**src/rtl/i2s_rx_frontend.sv**
```systemverilog
// I2S receive front end: oversamples BCLK/LRCLK/SDATA in the clk_i domain and
// delivers one aligned left/right pair per audio frame with a single-cycle valid.
module i2s_rx_frontend #(
    parameter int DATA_WIDTH  = 24,
    parameter int SYNC_STAGES = 2
) (
    input  logic                  clk_i,
    input  logic                  clr_i,
    input  logic                  i2s_bclk_i,
    input  logic                  i2s_lrclk_i,
    input  logic                  i2s_sdata_i,
    output logic [DATA_WIDTH-1:0] left_o,
    output logic [DATA_WIDTH-1:0] right_o,
    output logic                  valid_o,
    output logic                  frame_err_o
);

    localparam int CW = $clog2(DATA_WIDTH + 1);
    localparam logic [CW-1:0] CNT_LAST = CW'(DATA_WIDTH - 1);
    localparam logic [CW-1:0] CNT_FULL = CW'(DATA_WIDTH);

    localparam logic [1:0] IDLE  = 2'd0;
    localparam logic [1:0] SHIFT = 2'd1;
    localparam logic [1:0] PAD   = 2'd2;

    logic [SYNC_STAGES-1:0] bclk_sync, lr_sync, sd_sync;
    logic                   bclk_d, bclk_rise, lr_smp, sd_smp;
    logic                   ws_prev, chan, left_ready;
    logic [1:0]             state;
    logic [CW-1:0]          cnt;
    logic [DATA_WIDTH-1:0]  shreg, left_hold, next_word;
    logic                   ws_change;

    always_ff @(posedge clk_i or posedge clr_i) begin
        if (clr_i) begin
            bclk_sync <= '0;
            lr_sync   <= '0;
            sd_sync   <= '0;
            bclk_d    <= 1'b0;
            bclk_rise <= 1'b0;
            lr_smp    <= 1'b0;
            sd_smp    <= 1'b0;
        end else begin
            bclk_sync <= {bclk_sync[SYNC_STAGES-2:0], i2s_bclk_i};
            lr_sync   <= {lr_sync[SYNC_STAGES-2:0], i2s_lrclk_i};
            sd_sync   <= {sd_sync[SYNC_STAGES-2:0], i2s_sdata_i};
            bclk_d    <= bclk_sync[SYNC_STAGES-1];
            // LRCLK/SDATA get one extra stage so they stay aligned with the registered strobe
            bclk_rise <= bclk_sync[SYNC_STAGES-1] & ~bclk_d;
            lr_smp    <= lr_sync[SYNC_STAGES-1];
            sd_smp    <= sd_sync[SYNC_STAGES-1];
        end
    end

    assign ws_change = bclk_rise && (lr_smp != ws_prev);
    assign next_word = {shreg[DATA_WIDTH-2:0], sd_smp};

    always_ff @(posedge clk_i or posedge clr_i) begin
        if (clr_i) begin
            state       <= IDLE;
            ws_prev     <= 1'b0;
            chan        <= 1'b0;
            cnt         <= '0;
            shreg       <= '0;
            left_hold   <= '0;
            left_ready  <= 1'b0;
            left_o      <= '0;
            right_o     <= '0;
            valid_o     <= 1'b0;
            frame_err_o <= 1'b0;
        end else begin
            valid_o     <= 1'b0;
            frame_err_o <= 1'b0;
            if (bclk_rise) begin
                ws_prev <= lr_smp;
                case (state)
                    IDLE: begin
                        if (ws_change) begin
                            chan  <= lr_smp;
                            cnt   <= '0;
                            state <= SHIFT;
                        end
                    end
                    SHIFT: begin
                        if (cnt == CNT_LAST) begin
                            shreg <= next_word;
                            if (!chan) begin
                                left_hold  <= next_word;
                                left_ready <= 1'b1;
                            end else if (left_ready) begin
                                left_o     <= left_hold;
                                right_o    <= next_word;
                                valid_o    <= 1'b1;
                                left_ready <= 1'b0;
                            end
                            // Exact-fit slot: the LSB edge is also the start of the next channel
                            if (ws_change) begin
                                chan  <= lr_smp;
                                cnt   <= '0;
                                state <= SHIFT;
                            end else begin
                                cnt   <= CNT_FULL;
                                state <= PAD;
                            end
                        end else if (ws_change) begin
                            frame_err_o <= 1'b1;
                            left_ready  <= 1'b0;
                            chan        <= lr_smp;
                            cnt         <= '0;
                        end else begin
                            shreg <= next_word;
                            cnt   <= cnt + CW'(1);
                        end
                    end
                    PAD: begin
                        if (ws_change) begin
                            chan  <= lr_smp;
                            cnt   <= '0;
                            state <= SHIFT;
                        end
                    end
                    default: state <= IDLE;
                endcase
            end
        end
    end

endmodule

```
**config.mk**
```make
export PLATFORM = sky130hd
export DESIGN_NAME = i2s_rx_frontend
export DESIGN_NICKNAME = d
export VERILOG_FILES = /design/src/rtl/i2s_rx_frontend.sv
export SDC_FILE = /design/constraint.sdc
export NUM_CORES = 1
export LEC_CHECK = 0
export ABC_AREA = 1
export CORE_MARGIN = 2
export CORE_UTILIZATION = 40
export DETAILED_ROUTE_END_ITERATION = 12
export PLACE_DENSITY = 0.69
export REMOVE_ABC_BUFFERS = 1
export SETUP_SLACK_MARGIN = 0.15
export SYNTH_ARGS = -nofsm -noshare
export SYNTH_HDL_FRONTEND = slang
export SYNTH_SLANG_ARGS = --single-unit
```
**constraint.sdc**
```tcl
create_clock -name clk_i -period 3.31 [get_ports clk_i]
set_clock_uncertainty 0.2 [all_clocks]
set_input_delay 0.331 -clock clk_i [delete_from_list [all_inputs] [get_ports clk_i]]
set_output_delay 0.331 -clock clk_i [all_outputs]
set_load 0.01 [all_outputs]
```
==> run metrics, run 1 <==
Worst setup SP type=flip-flop; Syn Inst Count=457; critical path type=reg -> reg; critical path buffer and inverter count=1; commonest cells after routing, fill and taps aside=nand2_1 (178), dfrtp_1 (117), clkdlybuf4s50_1 (54); critical-path cell list=ha_1 -> nand3_1 -> nor2_2 -> nand2_2 -> clkinv_2 -> nand2_1 -> nand2_1; GPL Wtd Cong=0.7725; max-cap viol count=0; Post-DP Area=roughly 5100 µm²; maximum VDD drop=~0.00031 V; Psw=0.8745 mW; Nets=520; first-pass GRT wire length=between 10000 and 15000 µm; Reg clk slew, reported paths=0.06 ns; Worst slew margin=0.3820; Synth cell types=23; crit end category=flip-flop; IO Count=55; vias per cell=around 4.7; root buffer cell=clkbuf_8; Tightest Pin Transition=0.9237 ns; total negative slack=0 ns; reg2reg setup slack=between 0.9 and 1 ns; vias in the first global route=3190; final core utilization=0.5226; CTS H-tree depth=4; slowest CP cell=clkinv_2; Overflow after GRT=0; switching share of power=0.2471; Max Freq=428.7 MHz; postcts setup bufs=0; Final Cell Area=5665 µm²; GRT Util Overall=0.1590; Final ANT Viol Nets=0; Final min period=2.333 ns; layout cells sized above 1=0.09677; status=complete, no violations; Final period util=0.7047; core area=10840 µm²; largest net degree at the start of global routing=57; Hold Path Class=in -> reg; final hold violations=0; Die Area=11980 µm²; DP Wirelength=around 5200 µm; Yosys reg bits=117; number of diodes=0; hold_buf cts=0; drt wl/cell=12.68 µm; Sequential Power Share=0.438; TritonCTS clock tree=yes; Bufs on Longest Clock Path=2; Slew Viols, Final=0; DIE WIDTH=109.5 µm; Leak=2.662 nW; Max FO, Critical Path=28; Int Power=between 2 and 3 mW; iteration-0 DRC count of the detailed router=approximately 180; Initial Utilization=0.4103; Yosys warning count=0; Clock Power Share=0.498; unrepaired setup endpoints after global routing=false; Row Count=38; Hold WS=0.07159 ns; die height=around 110 µm; port buffer count=54; total power density per cell area=624.7 nW/µm²; crit-path max cell delay=0.48 ns; Arr. time, crit path=2.52 ns; Worst-Skew Late Latency=about 0.5 ns; CP top delay family=simple AND/OR/NAND/NOR gates; WP data required=~3.5 ns; area added between synthesis and finish=27.37%; clock tree sinks=117; post_cts resized=0; sequential share of the synthesized area=0.6582; syn avg cell area=9.733 µm²; final setup violation count=0; drt drc=0; cell repeated most along the worst path=nand2_1; Mapped Area=4448 µm²; Post-Route WL=8458 µm; commonest non-fill, non-tap cell in the layout=nand2_1; initial antenna violation count=0; Comb pwr share=0.064; cts bufs inserted=17; Via Count=3112; First-pass DRT Iterations=4
-- worst paths after layout --
path,start,endpoint,cells past startpoint
worst max-delay path,cnt[0],left_o[15],7
worst min-delay path,i2s_sdata_i,sd_sync[0],1
worst max register to register,cnt[0],left_o[15],7
worst min register to register,bclk_sync[0],bclk_sync[1],0
max in group asynchronous,clr_i,cnt[4],3
min in group asynchronous,clr_i,right_o[21],2
-- layout make-up --
class,instances,area (µm²)
fill,985,5175
tap,140,175.2
timing repair buffer,57,575.6
inverter,36,138.9
sequential,117,2928
multi-input combinational,285,1265
clock inverter,13,151.4
clock buffer,19,431.7
-- worst register-to-register path, delay by kind of cell, from the launching register on --
family	cells	cell delay, ns
buf+inv	1	0.48
fa+ha+maj	1	0.26
simple gates	5	0.87
flops	1	0.41
-- power groups by stage --
stage               Clock (mW)  Combinational (mW)  Sequential, mW
global placement             0               0.221            1.57
finish                    1.76               0.228            1.55
global route              1.88               0.266            1.56
detailed placement           0               0.230            1.57
CTS                       1.80               0.234            1.55
floorplan                    0               0.177            1.56
-- synth_stat cells (all sizes together) --
master  count  area [µm²]
o21ai      76       399.1
nor2       12       73.82
nand3      11       55.05
o211ai      1       7.510
buf        16       105.1
nand2     182       703.2
dfrtp     117        2928
ha          1       12.51
clkinv      1       5.000
inv        35       131.4
nand4       1       6.260
o21bai      1       7.510
clkbuf      3       13.76
-- sequential cells by signal, summed over array words and instances (netlist names), 2 cells and up --
register / cells
right_o: 24
sd_sync: 2
bclk_sync: 2
shreg: 23
left_o: 24
cnt: 5
left_hold: 24
lr_sync: 2
state: 2
-- kinds of logic (layout without fill, tap and decap cells) --
group,count (synthesis),count (layout),share of synthesized area
buf+inv,55,125,0.05738
compound gates,78,78,0.09311
flops,117,117,0.6582
fa+ha+maj,1,1,0.002812
simple gates,206,206,0.1885
-- routing by layer --
| layer | part of all wire | track usage | vias to the layer above |
|---|---|---|---|
| li1 | - | - | 1560 |
| met2 | 0.47 | 0.2491 | 55 |
| met4 | 0.0074 | 0.05787 | 0 |
| met1 | 0.49 | 0.2018 | 1491 |
| met5 | 0 | 0 | - |
| met3 | 0.036 | 0.06046 | 6 |
-- metrics by stage --
stage	instances	power, mW	setup slack [ns]
after floorplan	438	1.738	-0.3218
after global placement	635	1.789	1.083
after detailed placement	635	1.802	1.001
after CTS	667	3.579	0.9799
after global routing	667	3.705	0.7931
final	667	3.539	0.9775
Note: power is estimated with default switching activity, not from simulation.
==> inputs of run 2 (changes only) <==
- clock period: 3.31 -> 1.89 ns (I/O delays scaled with it)
==> run 2 against run 1 <==
Net effect:
- setup slack got worse by 0.78 ns
- die area did not move
- combinational power rose by 110%
- sequential power rose by 75%
- sequential share of layout area fell by 1.4 points
- first-iteration DRC count fell by 18%
- global-route usage fell by 0.27 points
- critical path depth did not move
- maximum frequency rose by 38%
==> run metrics, run 2 (synthesized netlist as in run 1, its figures left out) <==
status=complete, no violations; crit-path max cell delay=0.43 ns (-0.05 ns); First-pass DRT Iterations=4 (unchanged); layout cells sized above 1=0.1136 (+0.01682); Row Count=38 (unchanged); critical-path cell list=ha_4 -> nand3_2 -> nor2_4 -> nand2_4 -> buf_12 -> nand2_1 -> o21ai_1; Worst-Skew Late Latency=0.50 ns (about the same); leading registers by flop count=left_hold: 24 flops, left_o: 24 flops, right_o: 24 flops; Final Cell Area=5828 µm² (+2.9%); Max Freq=592.0 MHz (+38%); maximum VDD drop=0.0005282 V (+69%); Die Area=11980 µm² (unchanged); initial antenna violation count=0 (unchanged); root buffer cell=clkbuf_8; iteration-0 DRC count of the detailed router=146 (-18%); Overflow after GRT=0 (unchanged); Worst slew margin=0.7685 (+0.3865); Via Count=3143 (+1.0%); commonest cells after routing, fill and taps aside=nand2_1 (177), dfrtp_1 (117), dlygate4sd2_1 (50); total power density per cell area=1098 nW/µm² (+76%); Reg clk slew, reported paths=0.06 ns (about the same); commonest non-fill, non-tap cell in the layout=nand2_1; Post-Layout Cell Count=677 (+1.5%); Hold Path Class=reg -> reg; number of diodes=0 (unchanged); Post-DP Area=5162 µm² (+1.6%); die height=109.5 µm (unchanged); clock tree sinks=117 (unchanged); Tightest Pin Transition=0.3473 ns (-0.5764 ns); Hold WS=0.1459 ns (+0.07426 ns); DP Wirelength=5155 µm (-0.63%); Power Total=6.402 mW (+81%); TritonCTS clock tree=yes; final core utilization=0.5376 (+0.01500); critical path type=reg -> reg; port buffer count=54 (unchanged); vias per cell=4.643 (-0.50%); Arr. time, crit path=1.88 ns (-0.64 ns); Bufs on Longest Clock Path=2 (unchanged); drt wl/cell=12.45 µm (-1.8%); max-cap viol count=0 (unchanged); vias in the first global route=3143 (-1.5%); final hold violations=0 (unchanged); GRT Util Overall=0.1563 (-0.002652); placed cell count=639 (+0.63%); slowest CP cell=dfrtp_1; Worst setup SP type=flip-flop; drt drc=0 (unchanged); area added between synthesis and finish=31.03%; IO Count=55 (unchanged); DIE WIDTH=109.5 µm (unchanged); final setup violation count=0 (unchanged); Initial Utilization=0.4103 (unchanged); total negative slack=0 ns (unchanged); Post-Route WL=8427 µm (-0.37%); Final min period=1.689 ns (-0.6432 ns); Setup WS post-layout=0.2007 ns (-0.7768 ns); Final period util=0.8938 (+0.1891); DP Worst Slack=0.06375 ns (-0.9371 ns); Final ANT Viol Nets=0 (unchanged); CP top delay family=simple AND/OR/NAND/NOR gates; largest net degree at the start of global routing=67 (+18%); Slew Viols, Final=0 (unchanged); Nets=530 (+1.9%); Max FO, Critical Path=38 (+36%); core area=10840 µm² (unchanged); GPL Wtd Cong=0.7942 (+2.8%); unrepaired setup endpoints after global routing=false; crit end category=flip-flop; critical path buffer and inverter count=1 (unchanged); WP data required=2.08 ns (-1.42 ns); cts bufs inserted=17 (unchanged); CTS H-tree depth=4 (unchanged); Leak=3.022 nW (+14%); first-pass GRT wire length=14370 µm (-1.4%)
## run 2: cell count changes in the layout (fill, tap and decap cells not counted), moves of 2 or more
cell / delta
clkinv_4: -5
inv_6: +3
dlygate4sd3_1: +4
buf_12: +7
dlygate4sd2_1: +50
clkdlybuf4s50_1: -50
clkinv_2: +2
## run 2: per-layer routing
metal  vias to the layer above  track usage  part of all wire
li1                       1567            -                 -
met1                      1497       0.2069              0.47
met2                        68       0.2412              0.48
met3                        11      0.04801             0.039
met4                         0      0.06239             0.013
met5                         -            0                 0
## run 2: worst paths after layout
path | startpoint | end | slack, ns | cells after the start
max in group asynchronous | clr_i | left_o[2] | 0.70 | 4
worst min-delay path | bclk_sync[0] | bclk_sync[1] | 0.15 | 0
min in group asynchronous | clr_i | left_o[23] | 0.26 | 3
worst max register to register | cnt[0] | right_o[8] | 0.20 | 7
worst max-delay path | cnt[0] | right_o[8] | 0.20 | 7
worst min register to register | bclk_sync[0] | bclk_sync[1] | 0.15 | 0
## run 2: area by class of cell
| type | count | area, µm² |
|---|---|---|
| clock buffer | 18 | 427.9 |
| fill | 974 | 5012 |
| clock inverter | 14 | 171.4 |
| timing repair buffer | 67 | 685.7 |
| tap | 140 | 175.2 |
| sequential | 117 | 2928 |
| multi-input combinational | 285 | 1295 |
| inverter | 36 | 145.1 |
## run 2: what timing repair did
action	4_1_cts	5_1_grt
hold endpoints to repair	120	0
hold buffers	4	0
resized for setup	54	11
endpoints found under the setup margin	101	81
pin swaps	1	3
buffers inserted	1	1
## run 2: power by group
group / total (mW) / leakage [nW] / switching (mW) / internal, mW
Combinational: 0.472 / 1.13 / 0.289 / 0.183
Clock: 3.21 / 0.289 / 1.15 / 2.05
Sequential: 2.72 / 1.60 / 0.109 / 2.61
Total: 6.40 / 3.02 / 1.55 / 4.85
